[config.mk]
export PLATFORM = sky130hd
export DESIGN_NAME = h_line_gap_gen
export DESIGN_NICKNAME = d
export VERILOG_FILES = /design/src/rtl/wildcube_pkg.sv /design/src/rtl/gap_bounce_ctr.sv /design/src/rtl/h_line_gap_gen.sv
export SDC_FILE = /design/constraint.sdc
export NUM_CORES = 1
export LEC_CHECK = 0
export BUFFER_PORTS_ARGS = -buffer_cell sky130_fd_sc_hd__buf_2
export CAP_MARGIN = 20
export CORE_UTILIZATION = 27
export CTS_BUF_LIST = sky130_fd_sc_hd__clkbuf_8
export DETAILED_ROUTE_END_ITERATION = 6
export HOLD_SLACK_MARGIN = 0.1
export PLACE_DENSITY = 0.52
export SLEW_MARGIN = 20
export SYNTH_ARGS = -nofsm -noshare
export SYNTH_HDL_FRONTEND = slang
export SYNTH_SLANG_ARGS = --single-unit
[constraint.sdc]
create_clock -name clk -period 6.06 [get_ports clk]
set_input_delay 0.303 -clock clk [delete_from_list [all_inputs] [get_ports clk]]
set_output_delay 0.303 -clock clk [all_outputs]
set_load 0.1 [all_outputs]
[src/rtl/wildcube_pkg.sv]
// rtl/wildcube_pkg.sv - shared Wild Cube playfield constants and gap FSM state type
package wildcube_pkg;
   localparam int COORD_W_DEF = 16;
   localparam int SCREEN_W    = 640;
   localparam int SCREEN_H    = 480;
   localparam int PF_X_MIN    = 10;
   localparam int PF_X_MAX    = SCREEN_W - 1 - PF_X_MIN;

   typedef enum logic [1:0] {
      IDLE  = 2'd0,
      RIGHT = 2'd1,
      LEFT  = 2'd2
   } gap_state_t;
endpackage

[src/rtl/gap_bounce_ctr.sv]
// rtl/gap_bounce_ctr.sv - per-frame gap mover: bounce FSM, gap position/length, limits
module gap_bounce_ctr
   import wildcube_pkg::*;
#(
   parameter int COORD_W   = COORD_W_DEF,
   parameter int X_MIN     = PF_X_MIN,
   parameter int X_MAX     = PF_X_MAX,
   parameter int GAP_INIT  = 60,
   parameter int SEL_W     = 3,
   parameter int LEN_SHIFT = 5,
   parameter int STEP      = 1
) (
   input  logic               clk,
   input  logic               reset,
   input  logic               frame_tick,
   input  logic               start,
   input  logic               load,
   input  logic               run,
   input  logic [SEL_W-1:0]   gap_sel,
   output logic [COORD_W-1:0] gap_pos,
   output logic [COORD_W-1:0] gap_len,
   output logic               dir_left,
   output logic               bounce
);
   localparam logic [COORD_W:0]   LIM_TOP  = (COORD_W+1)'(X_MAX + 1);
   localparam logic [COORD_W:0]   LO_LIM   = (COORD_W+1)'(X_MIN);
   localparam logic [COORD_W:0]   STEP_E   = (COORD_W+1)'(STEP);
   localparam logic [COORD_W-1:0] POS_INIT = COORD_W'(GAP_INIT);

   gap_state_t         state, state_nx;
   logic [COORD_W-1:0] pos_nx, len_nx, len_tick;
   logic [COORD_W:0]   hi_lim, pos_e, pos_mv;
   logic               bounce_nx;

   assign len_tick = {{(COORD_W-SEL_W){1'b0}}, gap_sel} << LEN_SHIFT;
   assign pos_e    = {1'b0, gap_pos};
   assign dir_left = (state == LEFT);

   always_ff @(posedge clk) begin
      if (reset) begin
         state   <= IDLE;
         gap_pos <= POS_INIT;
         gap_len <= '0;
         bounce  <= 1'b0;
      end else begin
         state   <= state_nx;
         gap_pos <= pos_nx;
         gap_len <= len_nx;
         bounce  <= bounce_nx;
      end
   end

   // Limits follow the length sampled on this tick so a longer gap clamps immediately.
   always_comb begin
      state_nx  = state;
      pos_nx    = gap_pos;
      len_nx    = gap_len;
      bounce_nx = 1'b0;
      hi_lim    = LIM_TOP - {1'b0, gap_len};
      pos_mv    = pos_e;
      if (load) begin
         state_nx = IDLE;
         pos_nx   = POS_INIT;
      end else if (frame_tick) begin
         len_nx = len_tick;
         hi_lim = LIM_TOP - {1'b0, len_tick};
         if (run) begin
            case (state)
               IDLE: if (start) state_nx = RIGHT;
               RIGHT: begin
                  if (pos_e + STEP_E >= hi_lim) begin
                     pos_mv    = hi_lim;
                     state_nx  = LEFT;
                     bounce_nx = 1'b1;
                  end else begin
                     pos_mv = pos_e + STEP_E;
                  end
               end
               LEFT: begin
                  if (pos_e < LO_LIM + STEP_E) begin
                     pos_mv    = LO_LIM;
                     state_nx  = RIGHT;
                     bounce_nx = 1'b1;
                  end else begin
                     pos_mv = pos_e - STEP_E;
                  end
               end
               default: state_nx = IDLE;
            endcase
         end
         if (pos_mv > hi_lim) pos_mv = hi_lim;
         pos_nx = pos_mv[COORD_W-1:0];
      end
   end
endmodule

[src/rtl/h_line_gap_gen.sv]
// rtl/h_line_gap_gen.sv - horizontal bar with moving gap; HLINE_HIT_DETECT_EN adds sticky hit flag
module h_line_gap_gen
   import wildcube_pkg::*;
#(
   parameter int COORD_W   = COORD_W_DEF,
   parameter int ROW_TOP   = 178,
   parameter int THICK     = 9,
   parameter int X_MIN     = PF_X_MIN,
   parameter int X_MAX     = PF_X_MAX,
   parameter int GAP_INIT  = 60,
   parameter int SEL_W     = 3,
   parameter int LEN_SHIFT = 5,
   parameter int STEP      = 1
) (
   input  logic               clk,
   input  logic               reset,
   input  logic [COORD_W-1:0] x,
   input  logic [COORD_W-1:0] y,
   input  logic               frame_tick,
   input  logic               start,
   input  logic               load,
   input  logic               run,
   input  logic               flash,
   input  logic [SEL_W-1:0]   gap_sel,
   input  logic               obj,
   output logic               h_line,
   output logic               shape,
   output logic [COORD_W-1:0] gap_pos,
   output logic               dir_left,
   output logic               bounce,
   output logic               hit
);
   localparam logic [COORD_W-1:0] ROW_LO = COORD_W'(ROW_TOP);
   localparam logic [COORD_W-1:0] ROW_HI = COORD_W'(ROW_TOP + THICK - 1);
   localparam logic [COORD_W-1:0] XL     = COORD_W'(X_MIN);
   localparam logic [COORD_W-1:0] XR     = COORD_W'(X_MAX);

   logic [COORD_W-1:0] gap_len;
   logic [COORD_W:0]   gap_end;
   logic               row_hit, left_seg, right_seg, shape_d;

   gap_bounce_ctr #(
      .COORD_W(COORD_W), .X_MIN(X_MIN), .X_MAX(X_MAX), .GAP_INIT(GAP_INIT),
      .SEL_W(SEL_W), .LEN_SHIFT(LEN_SHIFT), .STEP(STEP)
   ) u_ctr (
      .clk(clk), .reset(reset), .frame_tick(frame_tick), .start(start),
      .load(load), .run(run), .gap_sel(gap_sel), .gap_pos(gap_pos),
      .gap_len(gap_len), .dir_left(dir_left), .bounce(bounce)
   );

   assign gap_end   = {1'b0, gap_pos} + {1'b0, gap_len};
   assign row_hit   = (y >= ROW_LO) && (y <= ROW_HI);
   assign left_seg  = (x >= XL) && (x < gap_pos);
   assign right_seg = ({1'b0, x} >= gap_end) && (x <= XR);
   assign shape_d   = row_hit && (left_seg || right_seg);

   always_ff @(posedge clk) begin
      if (reset) begin
         shape  <= 1'b0;
         h_line <= 1'b0;
      end else begin
         shape  <= shape_d;
         h_line <= shape_d && (run || flash);
      end
   end

`ifdef HLINE_HIT_DETECT_EN
   logic hit_r;
   always_ff @(posedge clk) begin
      if (reset || load) hit_r <= 1'b0;
      else if (obj && shape_d && run) hit_r <= 1'b1;
   end
   assign hit = hit_r;
`else
   logic unused_obj;
   assign unused_obj = obj;
   assign hit = 1'b0;
`endif
endmodule
-- Word level (Yosys, flattened, before mapping)
Cells that the tools add are included.
- equality and inequality tests: 5
- bitwise gates (word level): 3
- reduce and logical (&&, ||, !) cells: 12
- add/sub/neg operators: 4
- multiplexer cells: 14
- order comparisons: 9
- operators with widths (operator ; count):
    $mux W17 ; 5
    $pmux W17 S2 ; 1
    $add A16 B1 Y17 const B ; 1
    $add A16 B8 Y17 ; 1
    $ge A16 B17 Y1 ; 1
    $ge A17 B17 Y1 ; 1
    $gt A17 B17 Y1 ; 1
    $sub A16 B1 Y17 const B ; 1
    $ge A16 B4 Y1 const B ; 1
    $ge A16 B8 Y1 const B ; 1
    $le A16 B10 Y1 const B ; 1
    $le A16 B8 Y1 const B ; 1
    $lt A16 B16 Y1 ; 1
    $lt A16 B4 Y1 const B ; 1
    $mux W16 ; 1
    $sub A10 B8 Y11 const A ; 1
    $mux W2 ; 3
    $pmux W2 S3 ; 1
    $logic_and A1 B1 Y1 ; 5
    $reduce_and A5 Y1 ; 1
    $ne A2 B1 Y1 const B ; 2
    $reduce_or A4 Y1 ; 1
    $not A1 Y1 ; 3
    $eq A2 B1 Y1 const B ; 1
    8 further kinds ; 10
- word-level logic and storage cells: 53
- register bits after elaboration: 24
- input port bits: 43

-- Depth between registers and ports, before layout
Gate-level depths: netlist (run 1).
- depth in word-level cells: 9
- depth in mapped cells: 27
- depth with buffers taken out: 25

-- Cells and area by module
From an unflattened synthesis (run 1), not the netlist that was laid out.
- cell total of the unflattened synthesis: 561
- area total of the unflattened synthesis: 4327.9 um^2
- modules (own cells, without submodules) (module ; cells an instance ; area each (um^2) ; instances):
    gap_bounce_ctr ; 331 ; 2630.0 ; 1
    h_line_gap_gen ; 230 ; 1697.9 ; 1

-- Worst setup path before layout (run 1)
OpenSTA, ideal clock, no wires.
- path type: reg-to-reg
- start: reg u_ctr.gap_pos[5]
- end: reg u_ctr.gap_pos[6]
- buffers on the path: 3
- period minus slack after synthesis: 5691 ps
- stages on the path, launching flop included: 25
- slack: 369 ps
- data arrival time: 5563 ps
- cells stage by stage: dfxtp_1 buf_4 nand4_4 or3_1 xnor2_1 ha_1 a21o_1 a21o_1 a221oi_1 nand4_1 or3_1 buf_4 o211ai_1 o221ai_1 ha_1 and3_1 nand3_1 nor3b_1 o21ai_2 o211ai_2 nand2_4 buf_6 o21a_1 a22oi_1 nor2_1
- cells in the longest elaborated chain, start to end: 9
- elaborated cells between the ends (all ways): 12
- those cells by class: add/sub: 2; order compare: 3; mux: 7
- RTL lines (what ; line ; source):
    start: declaration ; gap_bounce_ctr.sv:20 ; output logic [COORD_W-1:0] gap_pos,
    start signal: assignment ; gap_bounce_ctr.sv:47 ; gap_pos <= pos_nx;
    $add A16 B1 Y17 ; gap_bounce_ctr.sv:71, gap_bounce_ctr.sv:76 ;
    $ge A17 B17 Y1 ; gap_bounce_ctr.sv:71 ; if (pos_e + STEP_E >= hi_lim) begin
    $mux W17 ; gap_bounce_ctr.sv:71 ;
    $pmux W17 S2 ; gap_bounce_ctr.sv:68 ; case (state)
    $mux W17 (*) ; gap_bounce_ctr.sv:67 ; if (run) begin
    $mux W17 (*) ; gap_bounce_ctr.sv:64 ; end else if (frame_tick) begin
    $mux W17 (*) ; gap_bounce_ctr.sv:61 ; if (load) begin
    $gt A17 B17 Y1 ; gap_bounce_ctr.sv:91 ; if (pos_mv > hi_lim) pos_mv = hi_lim;
    $mux W16 (*) ; gap_bounce_ctr.sv:91 ;
Every way passes the cells marked *; elsewhere a longest branch is shown, timed or not. The select of a mux whose other input is x is not followed.
A chain may end at the register's enable or synchronous reset.

-- Worst setup path in the final report (run 1)
- start: reg u_ctr.gap_pos[0]
- end: reg u_ctr.gap_pos[4]
The elaborated chain is that of the path after synthesis.

==> results of run 1 <==
## cell usage after synthesis, drive strengths merged (2+ instances only)
| cell | n |
|---|---|
| a21oi | 31 |
| o21a | 8 |
| a41oi | 2 |
| clkbuf | 8 |
| a31oi | 6 |
| inv | 26 |
| or4 | 5 |
| nor4 | 15 |
| o22ai | 2 |
| buf | 15 |
| nand3 | 13 |
| a211oi | 4 |
| nor4b | 2 |
| a22oi | 3 |
| nand2 | 23 |
| xnor2 | 19 |
| a211o | 2 |
| a221oi | 2 |
| or2 | 2 |
| nor2b | 3 |
| nand4 | 13 |
| mux2i | 6 |
| nor2 | 37 |
| a311oi | 2 |
| ha | 47 |
| a2111oi | 2 |
| o2111ai | 2 |
| nor3 | 21 |
| mux2 | 2 |
| dfxtp | 24 |
| and2 | 4 |
| or3 | 3 |
| o31ai | 5 |
| nand2b | 3 |
| a2bb2oi | 3 |
| and3 | 5 |
| o211ai | 4 |
| o21ai | 32 |
| o41ai | 3 |
| a21o | 9 |
## worst max path at each step
stage / slack (ns) / startpoint / endpoint / cells past startpoint
5_1_grt: 0.08 / u_ctr.gap_pos[0] / u_ctr.gap_pos[4] / 24
2_1_floorplan: 0.37 / u_ctr.gap_pos[5] / u_ctr.gap_pos[6] / 24
3_3_place_gp: 0.56 / u_ctr.gap_pos[0] / u_ctr.gap_pos[4] / 22
6_report: 0.45 / u_ctr.gap_pos[0] / u_ctr.gap_pos[4] / 22
4_1_cts: 0.48 / u_ctr.gap_pos[0] / u_ctr.gap_pos[4] / 22
3_5_place_dp: 0.52 / u_ctr.gap_pos[0] / u_ctr.gap_pos[4] / 22
## through the flow
step	power, mW	cells	utilization	hold WS [ns]
after floorplan	0.237	431	-	0.375
after global placement	0.272	627	0.313	0.503
after detailed placement	0.275	627	0.313	0.506
after CTS	0.425	631	0.319	0.216
after global routing	0.447	631	0.319	0.228
final	0.420	631	0.319	0.221
## kinds of logic after synthesis
family	after synthesis
XOR/XNOR	19
AO/OA/AOI/OAI	130
AND/OR/NAND/NOR	151
flip-flops	24
buffers and inverters	50
other	1
multiplexers	8
adder cells (fa/ha/maj)	48
## layer usage
layer	part of all wire	track usage	routed length [µm]	up-vias
li1	-	-	-	1729
met1	0.46	0.234	4980	1631
met2	0.46	0.295	5010	124
met3	0.056	0.0259	607	17
met4	0.028	0.0533	302	0
met5	0	0	0	-
## state kept, by name, summed over array words and instances, names as in the netlist
name and cells:
h_line 1, u_ctr.state 2, u_ctr.gap_pos 16, shape 1, u_ctr.bounce 1, u_ctr.gap_len 3
## cell usage in the layout, fill, tap and decap left out, types with 8 or more instances in the layout
| cell | count |
|---|---|
| ha_1 | 47 |
| nand3_1 | 13 |
| nand4_1 | 12 |
| xnor2_1 | 19 |
| nor3_1 | 20 |
| nor2_1 | 37 |
| nand2_1 | 22 |
| buf_4 | 11 |
| a21o_1 | 9 |
| inv_1 | 25 |
| a21oi_1 | 30 |
| o21a_1 | 8 |
| dfxtp_1 | 24 |
| buf_2 | 61 |
| o21ai_0 | 25 |
| nor4_1 | 13 |
## cell type report
| type | instances | share of cell area |
|---|---|---|
| clock buffers | 3 | 0.0108 |
| clock inverters | 1 | 0.00788 |
| multi-input cells | 357 | 0.679 |
| repair buffers | 72 | 0.102 |
| well taps | 147 | 0.0483 |
| inverters | 27 | 0.0266 |
| flip-flops and latches | 24 | 0.126 |
## power groups by stage
| stage | Clock, mW | Sequential [mW] | Combinational, mW |
|---|---|---|---|
| 2_1_floorplan | 0 | 0.172 | 0.0647 |
| 3_3_place_gp | 0 | 0.165 | 0.107 |
| 3_5_place_dp | 0 | 0.165 | 0.109 |
| 4_1_cts | 0.153 | 0.162 | 0.110 |
| 5_1_grt | 0.162 | 0.162 | 0.122 |
| 6_report | 0.148 | 0.162 | 0.110 |
==> metrics, run 1 <==
#FFs+latches synth 24; endpoints failing setup 0; CP Class flop to flop; clk buf depth 2; GRT Total Usage 0.177; number of global-route vias before repair 3,416; Setup crit start kind flop; P per Cell Area 110 mW/mm²; register area 480 µm²; sequential area share after synthesis 0.145; area of the die 0.0127 mm²; HPWL Detailed 8.84 mm; NumNets Final 576; status completed; largest family of logic cells by synthesized area compound AO/OA/AOI/OAI gates; Layout area overhead 15.3%; max_cap viols 0; Reg clk slew, reported paths 0.10 ns; setup ws final 0.451 ns; gpl congestion 0.842; Slew @ Worst Pin 0.736 ns; Mapped Area approximately 0.0033 mm²; initial antenna violation count 0; number of fillers in the final layout about 1,300; Antenna diodes 0; Synth Area in XOR/XNOR 0.0503; Syn Nets 522; Post-Syn Instances 431; combinational share of power 0.263; CP cell instances nand2_1, or3_1, xnor2_1, ha_1, a21o_1, a21o_1, a221oi_1, nand4_1, or3_1, nor2_1, a21oi_1, a221o_1, ha_1, and3_1, nand3_1, nor3b_1, o21ai_2, o211ai_2, nand2_4, o21ai_1, and2_1, o21ai_1; Worst setup EP type flop; vias per std cell 5.55; total global routing overflow 0; multiplexer share of the synthesized area 0.0250; clock share of power 0.352; Port Buffers 61; Synth top area share 0.178; commonest register cell after synthesis dfxtp_1; compound-gate portion of the synthesized area 0.274; Slew headroom 0.503; Tcrit/Tclk final 0.926; HP Class primary input to flop; Worst-Skew Late Latency 0.28 ns; Post-Route Setup TNS 0 ns; post-route cell area 0.00381 mm²; first-pass GRT wire length approximately 18 mm; layout cells sized above 1 0.200; multi-input logic area 0.00259 mm²; TritonCTS clock tree built; RSZ-0062 raised after global routing no; DRT iter0 DRCs 227; NetSw roughly 130 µW; Die Height 113 µm; Critical R2R Capture u_ctr.gap_pos[4]; distinct cell type count after synthesis 70; Crit path required time 6.22 ns; post-synthesis simple-gate area fraction 0.248; CTS root buffer clkbuf_8; cts bufs inserted 3; P_int 290 µW; pre-CTS setup slack 0.520 ns; core footprint 0.0120 mm²; Worst R2R Setup Slack roughly 0.45 ns; largest net degree at the start of global routing 18; CP delay by family, top simple AND/OR/NAND/NOR gates; CTS sink count 24; final hold vios 0; hold path endpoint h_line; CTS H-tree depth 1; Adder-Cell Fraction of Synth Area 0.184; Critical Path AT 5.77 ns; Synth Area per Inst 7.67 µm²; crit-path max FO 13; critical path's slowest cell or3_1; antenna-violating nets left 0; Post-synth EDFFs 0; r2r startpoint u_ctr.gap_pos[0]; Yosys warning count 0; routed vias 3,501; LEAKAGE 1.54 nW; io pins 64; post-cts repair resize count 0; die width between 100 and 150 µm; share of flip-flops with an asynchronous set or reset 0; setup bufs post-CTS 0; maximum single-stage delay on the critical path 0.61 ns; Final min period 5.61 ns; DR pass1 iterations 5; Site Rows 40; Critical path buffers and inverters 0; Reg2Reg Depth 22; sequential power share 0.385; DRC 0; Max VDD drop 0.000111 V; Synth area leaders ha_1 18%, dfxtp_1 15%, xnor2_1 5.0%; sw frac 0.308; Starting Density 0.276; fmax 178 MHz; hold path start flash; Final Max Tran Viols 0; hold_buf cts 0; hold depth 2; worst clock skew between 0.01 and 0.015 ns; Total Wirelength 10.9 mm; dpl cell area around 0.0037 mm²; Synth area leader ha_1; wire per inst approximately 17 µm
No activity file was read; power rests on OpenSTA's default activity.
==> inputs of run 2 (changes only) <==
--- a/config.mk
+++ b/config.mk
@@ -7,11 +7,11 @@
 export LEC_CHECK = 0
 export BUFFER_PORTS_ARGS = -buffer_cell sky130_fd_sc_hd__buf_2
 export CAP_MARGIN = 20
-export CORE_UTILIZATION = 27
+export CORE_UTILIZATION = 45
 export CTS_BUF_LIST = sky130_fd_sc_hd__clkbuf_8
 export DETAILED_ROUTE_END_ITERATION = 6
 export HOLD_SLACK_MARGIN = 0.1
-export PLACE_DENSITY = 0.52
+export PLACE_DENSITY = 0.74
 export SLEW_MARGIN = 20
 export SYNTH_ARGS = -nofsm -noshare
 export SYNTH_HDL_FRONTEND = slang
==> metrics, run 2 (same netlist as run 1, synthesis figures left out) <==
area of the die a little under 0.008 mm²; final hold vios 0; DR pass1 iterations 5; Starting Density 0.476; Worst setup EP type flop; endpoints failing setup 0; LEAKAGE 1.53 nW; Regs by FF count u_ctr.gap_pos: 16 flops, u_ctr.gap_len: 3 flops, u_ctr.state: 2 flops; crit-path max FO 13; Largest register FFs 16; Final min period around 5.6 ns; GRT Total Usage 0.265; io pins 64; post-cts repair resize count 0; layout cells sized above 1 0.195; Slew headroom 0.370; antenna-violating nets left 0; multi-input logic area roughly 0.0026 mm²; vias per std cell 6.19; routed vias 3,569; pre-CTS setup slack 0.545 ns; RSZ-0062 raised after global routing no; Crit path required time between 6 and 7 ns; wire per inst 17.1 µm; setup bufs post-CTS 0; register area 480 µm²; CP Class flop to flop; die width ~88 µm; Critical Path Sink u_ctr.gap_pos[5]; cts bufs inserted 3; total global routing overflow 0; most common cell after layout, fill and taps aside buf_2; NumNets Final 573; Critical Path AT a little under 6 ns; number of fillers in the final layout between 600 and 700; CTS H-tree depth 1; P per Cell Area 111 mW/mm²; hold_buf cts 0; Reg2Reg Depth 22; commonest non-fill, non-tap cells in the layout 61 x buf_2, 47 x ha_1, 37 x nor2_1, 30 x a21oi_1; number of global-route vias before repair 3,330; Worst R2R Setup Slack 0.43 ns; TritonCTS clock tree built; Post-Route Setup TNS 0 ns; first-pass GRT wire length 16.0 mm; HP Class primary input to flop; Layout area overhead 12.7%; gpl congestion 0.945; Max VDD drop 0.0000897 V; crit path launch u_ctr.gap_pos[0]; core footprint 0.00694 mm²; DRC 0; Critical R2R Capture u_ctr.gap_pos[5]; max_cap viols 0; CTS root buffer clkbuf_8; Slew @ Worst Pin about 0.94 ns; Setup crit start kind flop; r2r startpoint u_ctr.gap_pos[0]; largest net degree at the start of global routing 18; initial antenna violation count 0; Reg clk slew, reported paths about 0.09 ns; setup ws final 0.435 ns; Antenna diodes 0; Total Wirelength 9.86 mm; Worst-Skew Late Latency 0.27 ns; Tcrit/Tclk final 0.928; clk buf depth 2; Final Max Tran Viols 0; maximum single-stage delay on the critical path 0.59 ns; Largest Register u_ctr.gap_pos; fmax between 150 and 200 MHz; critical path's slowest cell or3_1; status completed; CTS sink count 24; HPWL Detailed approximately 7.8 mm; DRT iter0 DRCs 317; CP cell instances nand2_1, or3_1, xnor2_1, ha_1, a21o_1, a21o_1, a221oi_1, nand4_1, or3_1, nor2_1, a21oi_1, a221o_1, ha_1, and3_1, nand3_1, nor3b_1, o21ai_2, o211ai_2, nand2_4, nor2_1, a211oi_2, a211o_1; Die Height around 88 µm; worst clock skew 0.00579 ns; Port Buffers 61; Site Rows 30
## run 2: layout make-up
class / instances / share of cell area
inverter: 27 / 0.0272
multi-input combinational: 357 / 0.694
clock buffer: 3 / 0.0111
sequential: 24 / 0.129
clock inverter: 1 / 0.00806
timing repair buffer: 69 / 0.0981
tap: 96 / 0.0322
## run 2: worst min-delay path by stage
| stage | end | cells after the start | slack, ns | startpoint |
|---|---|---|---|---|
| floorplan | u_ctr.gap_len[5] | 1 | 0.38 | reset |
| global placement | u_ctr.gap_len[7] | 2 | 0.49 | u_ctr.gap_len[7] |
| detailed placement | h_line | 2 | 0.50 | flash |
| CTS | h_line | 2 | 0.22 | flash |
| global route | h_line | 2 | 0.24 | flash |
| finish | h_line | 2 | 0.23 | flash |
## run 2: power breakdown
group	internal [mW]	total, mW	switching, mW
Sequential	0.160	0.162	0.00231
Combinational	0.0417	0.109	0.0668
Clock	0.0884	0.143	0.0551
Total	0.290	0.414	0.124
## run 2: metal layers
| layer | GRT usage | vias up | part of all wire | routed length [µm] |
|---|---|---|---|---|
| li1 | - | 1721 | - | - |
| met1 | 0.353 | 1662 | 0.45 | 4470 |
| met2 | 0.462 | 172 | 0.46 | 4570 |
| met3 | 0.0264 | 14 | 0.067 | 663 |
| met4 | 0.0537 | 0 | 0.016 | 162 |
| met5 | 0 | - | 0 | 0 |
## run 2: through the flow
step	instances	utilization	cell area [µm²]	hold slack, ns	power [mW]
global route	577	0.536	3720	0.240	0.436
detailed placement	573	0.526	3650	0.505	0.272
finish	577	0.536	3720	0.229	0.414
floorplan	431	-	3310	0.375	0.237
CTS	577	0.536	3720	0.223	0.417
global placement	573	0.526	3650	0.493	0.269
## run 2: critical path: cells and delay by family, from the launching register on
| family | cells | cell delay, ns |
|---|---|---|
| flops | 1 | 0.55 |
| xor+xnor | 1 | 0.22 |
| compound gates | 9 | 1.77 |
| simple gates | 10 | 2.43 |
| fa+ha+maj | 2 | 0.57 |
==> inputs of run 3 (changes only) <==
--- a/config.mk
+++ b/config.mk
@@ -11,8 +11,9 @@
 export CTS_BUF_LIST = sky130_fd_sc_hd__clkbuf_8
 export DETAILED_ROUTE_END_ITERATION = 6
 export HOLD_SLACK_MARGIN = 0.1
-export PLACE_DENSITY = 0.74
+export PLACE_DENSITY = 0.72
 export SLEW_MARGIN = 20
 export SYNTH_ARGS = -nofsm -noshare
 export SYNTH_HDL_FRONTEND = slang
+export SYNTH_HIERARCHICAL = 1
 export SYNTH_SLANG_ARGS = --single-unit
==> metrics, run 3 <==
hold depth 2; violated checks DRC; hold path endpoint u_ctr/gap_len[5]; HP Class primary input to flop; gpl congestion 0.932; register area 480 µm²; commonest non-fill, non-tap cells in the layout 63 x ha_1, 61 x buf_2, 39 x nor2_1, 37 x a21oi_1; final hold vios 0; layout cells sized above 1 0.188; Post-Syn Instances 561; Tot Pwr between 400 and 500 µW; r2r startpoint u_ctr/gap_pos[7]; CTS H-tree depth 1; endpoints failing setup 0; die width 100 µm; DRT iter0 DRCs 326; initial antenna violation count 0; P_int 291 µW; fmax approximately 190 MHz; Worst R2R Setup Slack 0.72 ns; Max VDD drop 0.0000749 V; CTS sink count 24; clock share of power 0.239; sequential area share after synthesis 0.111; first-pass GRT wire length around 21 mm; CP Class flop to flop; Reg clk slew, reported paths about 0.09 ns; Tcrit/Tclk final 0.882; worst clock skew 0.00403 ns; met3 WL 682 µm; HPWL Detailed 10.2 mm; Slew headroom 0.468; Antenna diodes 0; multi-input logic area 0.00353 mm²; area of the die 0.0100 mm²; combinational share of power 0.408; Reg2Reg Depth 19; NetSw 182 µW; max_cap viols 0; Slew @ Worst Pin 0.795 ns; share of flip-flops with an asynchronous set or reset 0; largest net degree at the start of global routing 24; antenna-violating nets left 0; Crit path required time 6.21 ns; DRC 4; GRT Total Usage 0.267; vias per std cell 6.21; sw frac 0.384; crit-path max FO 12; #FFs+latches synth 24; Port Buffers between 60 and 70; status finished with violations; TritonCTS clock tree built; core footprint 0.00928 mm²; Post-synth EDFFs 0; Top Layer Used met4; CP cell instances and3_1, nand3_1, xnor2_1, ha_1, and3_1, a221o_1, a21oi_1, nand3_1, o211ai_1, or2_2, nor2b_1, inv_1, ha_1, and3_1, nand3_1, nand2b_1, a211o_2, a2111oi_0, nor3_1; Critical R2R Capture u_ctr/gap_pos[6]; commonest register cell after synthesis dfxtp_1; critical path's slowest cell dfxtp_1; io pins 64; setup bufs post-CTS 0; DR pass1 iterations 7; Mapped Area 0.00433 mm²; cts bufs inserted 3; maximum single-stage delay on the critical path 0.69 ns; count leader, synth ha_1; Die Height about 100 µm; Largest register FFs 16; hold path start reset; Final min period 5.34 ns; NumNets Final slightly above 700; Synth area leader ha_1; distinct cell type count after synthesis between 80 and 90; met1 WL ~5.6 mm; Setup crit start kind flop; wire per inst between 15 and 20 µm; Worst setup EP type flop; sequential power share 0.353; Finished Layout Cells between 700 and 800; clk buf depth 2; number of global-route vias before repair 4,330; Synth Area per Inst slightly below 8 µm²; number of fillers in the final layout 963; Total Wirelength 13.1 mm; Inst Count DP 732; Critical Path AT 5.49 ns; Largest Register u_ctr/gap_pos; Starting Density 0.466; Synth top area share 0.182; P per Cell Area 100 mW/mm²; Site Rows 35; hold_buf cts 0; post-cts repair resize count 0; Regs by FF count u_ctr/gap_pos: 16 flops, u_ctr/gap_len: 3 flops, u_ctr/state: 2 flops; Post-Route Setup TNS 0 ns; Synth area leaders ha_1 18%, dfxtp_1 11%, a21oi_1 4.3%; total global routing overflow 0; synth cell count leaders 63 x ha_1, 39 x nor2_1, 37 x a21oi_1, 33 x nand2_1, 33 x o21ai_0; met2 routed WL about 6.3 mm; Layout area overhead 9.08%; routed vias 4,570; worst hold slack 0.248 ns; Worst-Skew Late Latency roughly 0.27 ns; CTS root buffer clkbuf_8; Yosys warning count 6; LEAKAGE 2.00 nW; Final Max Tran Viols 0; most common cell after layout, fill and taps aside ha_1; RSZ-0062 raised after global routing no
run 3: cell types whose count changed in the layout (fill, tap and decap cells not counted), moves of 5 or more:
cell	before	now
o21ai_0	25	33
mux2i_1	6	11
inv_1	25	31
ha_1	47	63
nand3_1	13	22
xor2_1	0	13
nand2_1	22	33
nor4_1	13	8
a21oi_1	30	37
and3_1	5	15
o21a_1	8	3
nand4_1	12	6
conb_1	1	14
run 3: worst max path at each step:
stage,from,end,slack [ns],cells after the start
5_1_grt,u_ctr/gap_pos[7],u_ctr/gap_pos[6],0.37,19
2_1_floorplan,u_ctr/gap_pos[2],u_ctr/gap_pos[1],0.64,21
4_1_cts,u_ctr/gap_pos[7],u_ctr/gap_pos[6],0.80,19
6_report,u_ctr/gap_pos[7],u_ctr/gap_pos[6],0.72,19
3_5_place_dp,u_ctr/gap_pos[7],u_ctr/gap_pos[6],0.82,19
3_3_place_gp,u_ctr/gap_pos[7],u_ctr/gap_pos[6],0.99,19
run 3: kinds of logic after synthesis:
group,after synthesis,synth area share
flip-flops,24,0.111
AO/OA/AOI/OAI,163,0.271
multiplexers,13,0.0306
AND/OR/NAND/NOR,194,0.256
XOR/XNOR,29,0.0587
adder cells (fa/ha/maj),64,0.187
other,2,0.00174
buffers and inverters,72,0.0844
run 3: cell type report:
class                      count  area share
timing repair buffer          71      0.0806
sequential                    24       0.102
inverter                      31      0.0246
clock buffer                   4      0.0117
tap                          129      0.0342
multi-input combinational    477       0.747
run 3: critical path, delay by kind of cell (launching register included):
kind                     cells  cell delay, ns
AO/OA/AOI/OAI                5            1.75
XOR/XNOR                     1            0.24
adder cells (fa/ha/maj)      2            0.58
buffers and inverters        1            0.07
flip-flops                   1            0.69
AND/OR/NAND/NOR             10            1.88
run 3: metrics by stage:
step	area (µm²)	utilization	worst slack, ns
2_1_floorplan	4370	-	0.640
3_3_place_gp	4670	0.503	0.987
3_5_place_dp	4670	0.503	0.823
4_1_cts	4720	0.508	0.798
5_1_grt	4720	0.508	0.367
6_report	4720	0.508	0.715
run 3: metal layers:
metal,GRT usage,up-vias
met5,0,-
met4,0.129,0
met3,0.0237,44
met2,0.455,182
met1,0.338,2174
li1,-,2170
run 3: power groups by stage:
stage	registers (mW)	clock network, mW	logic, mW
floorplan	0.180	0	0.130
global placement	0.171	0	0.182
detailed placement	0.171	0	0.189
CTS	0.167	0.114	0.190
global route	0.168	0.121	0.215
finish	0.167	0.113	0.193
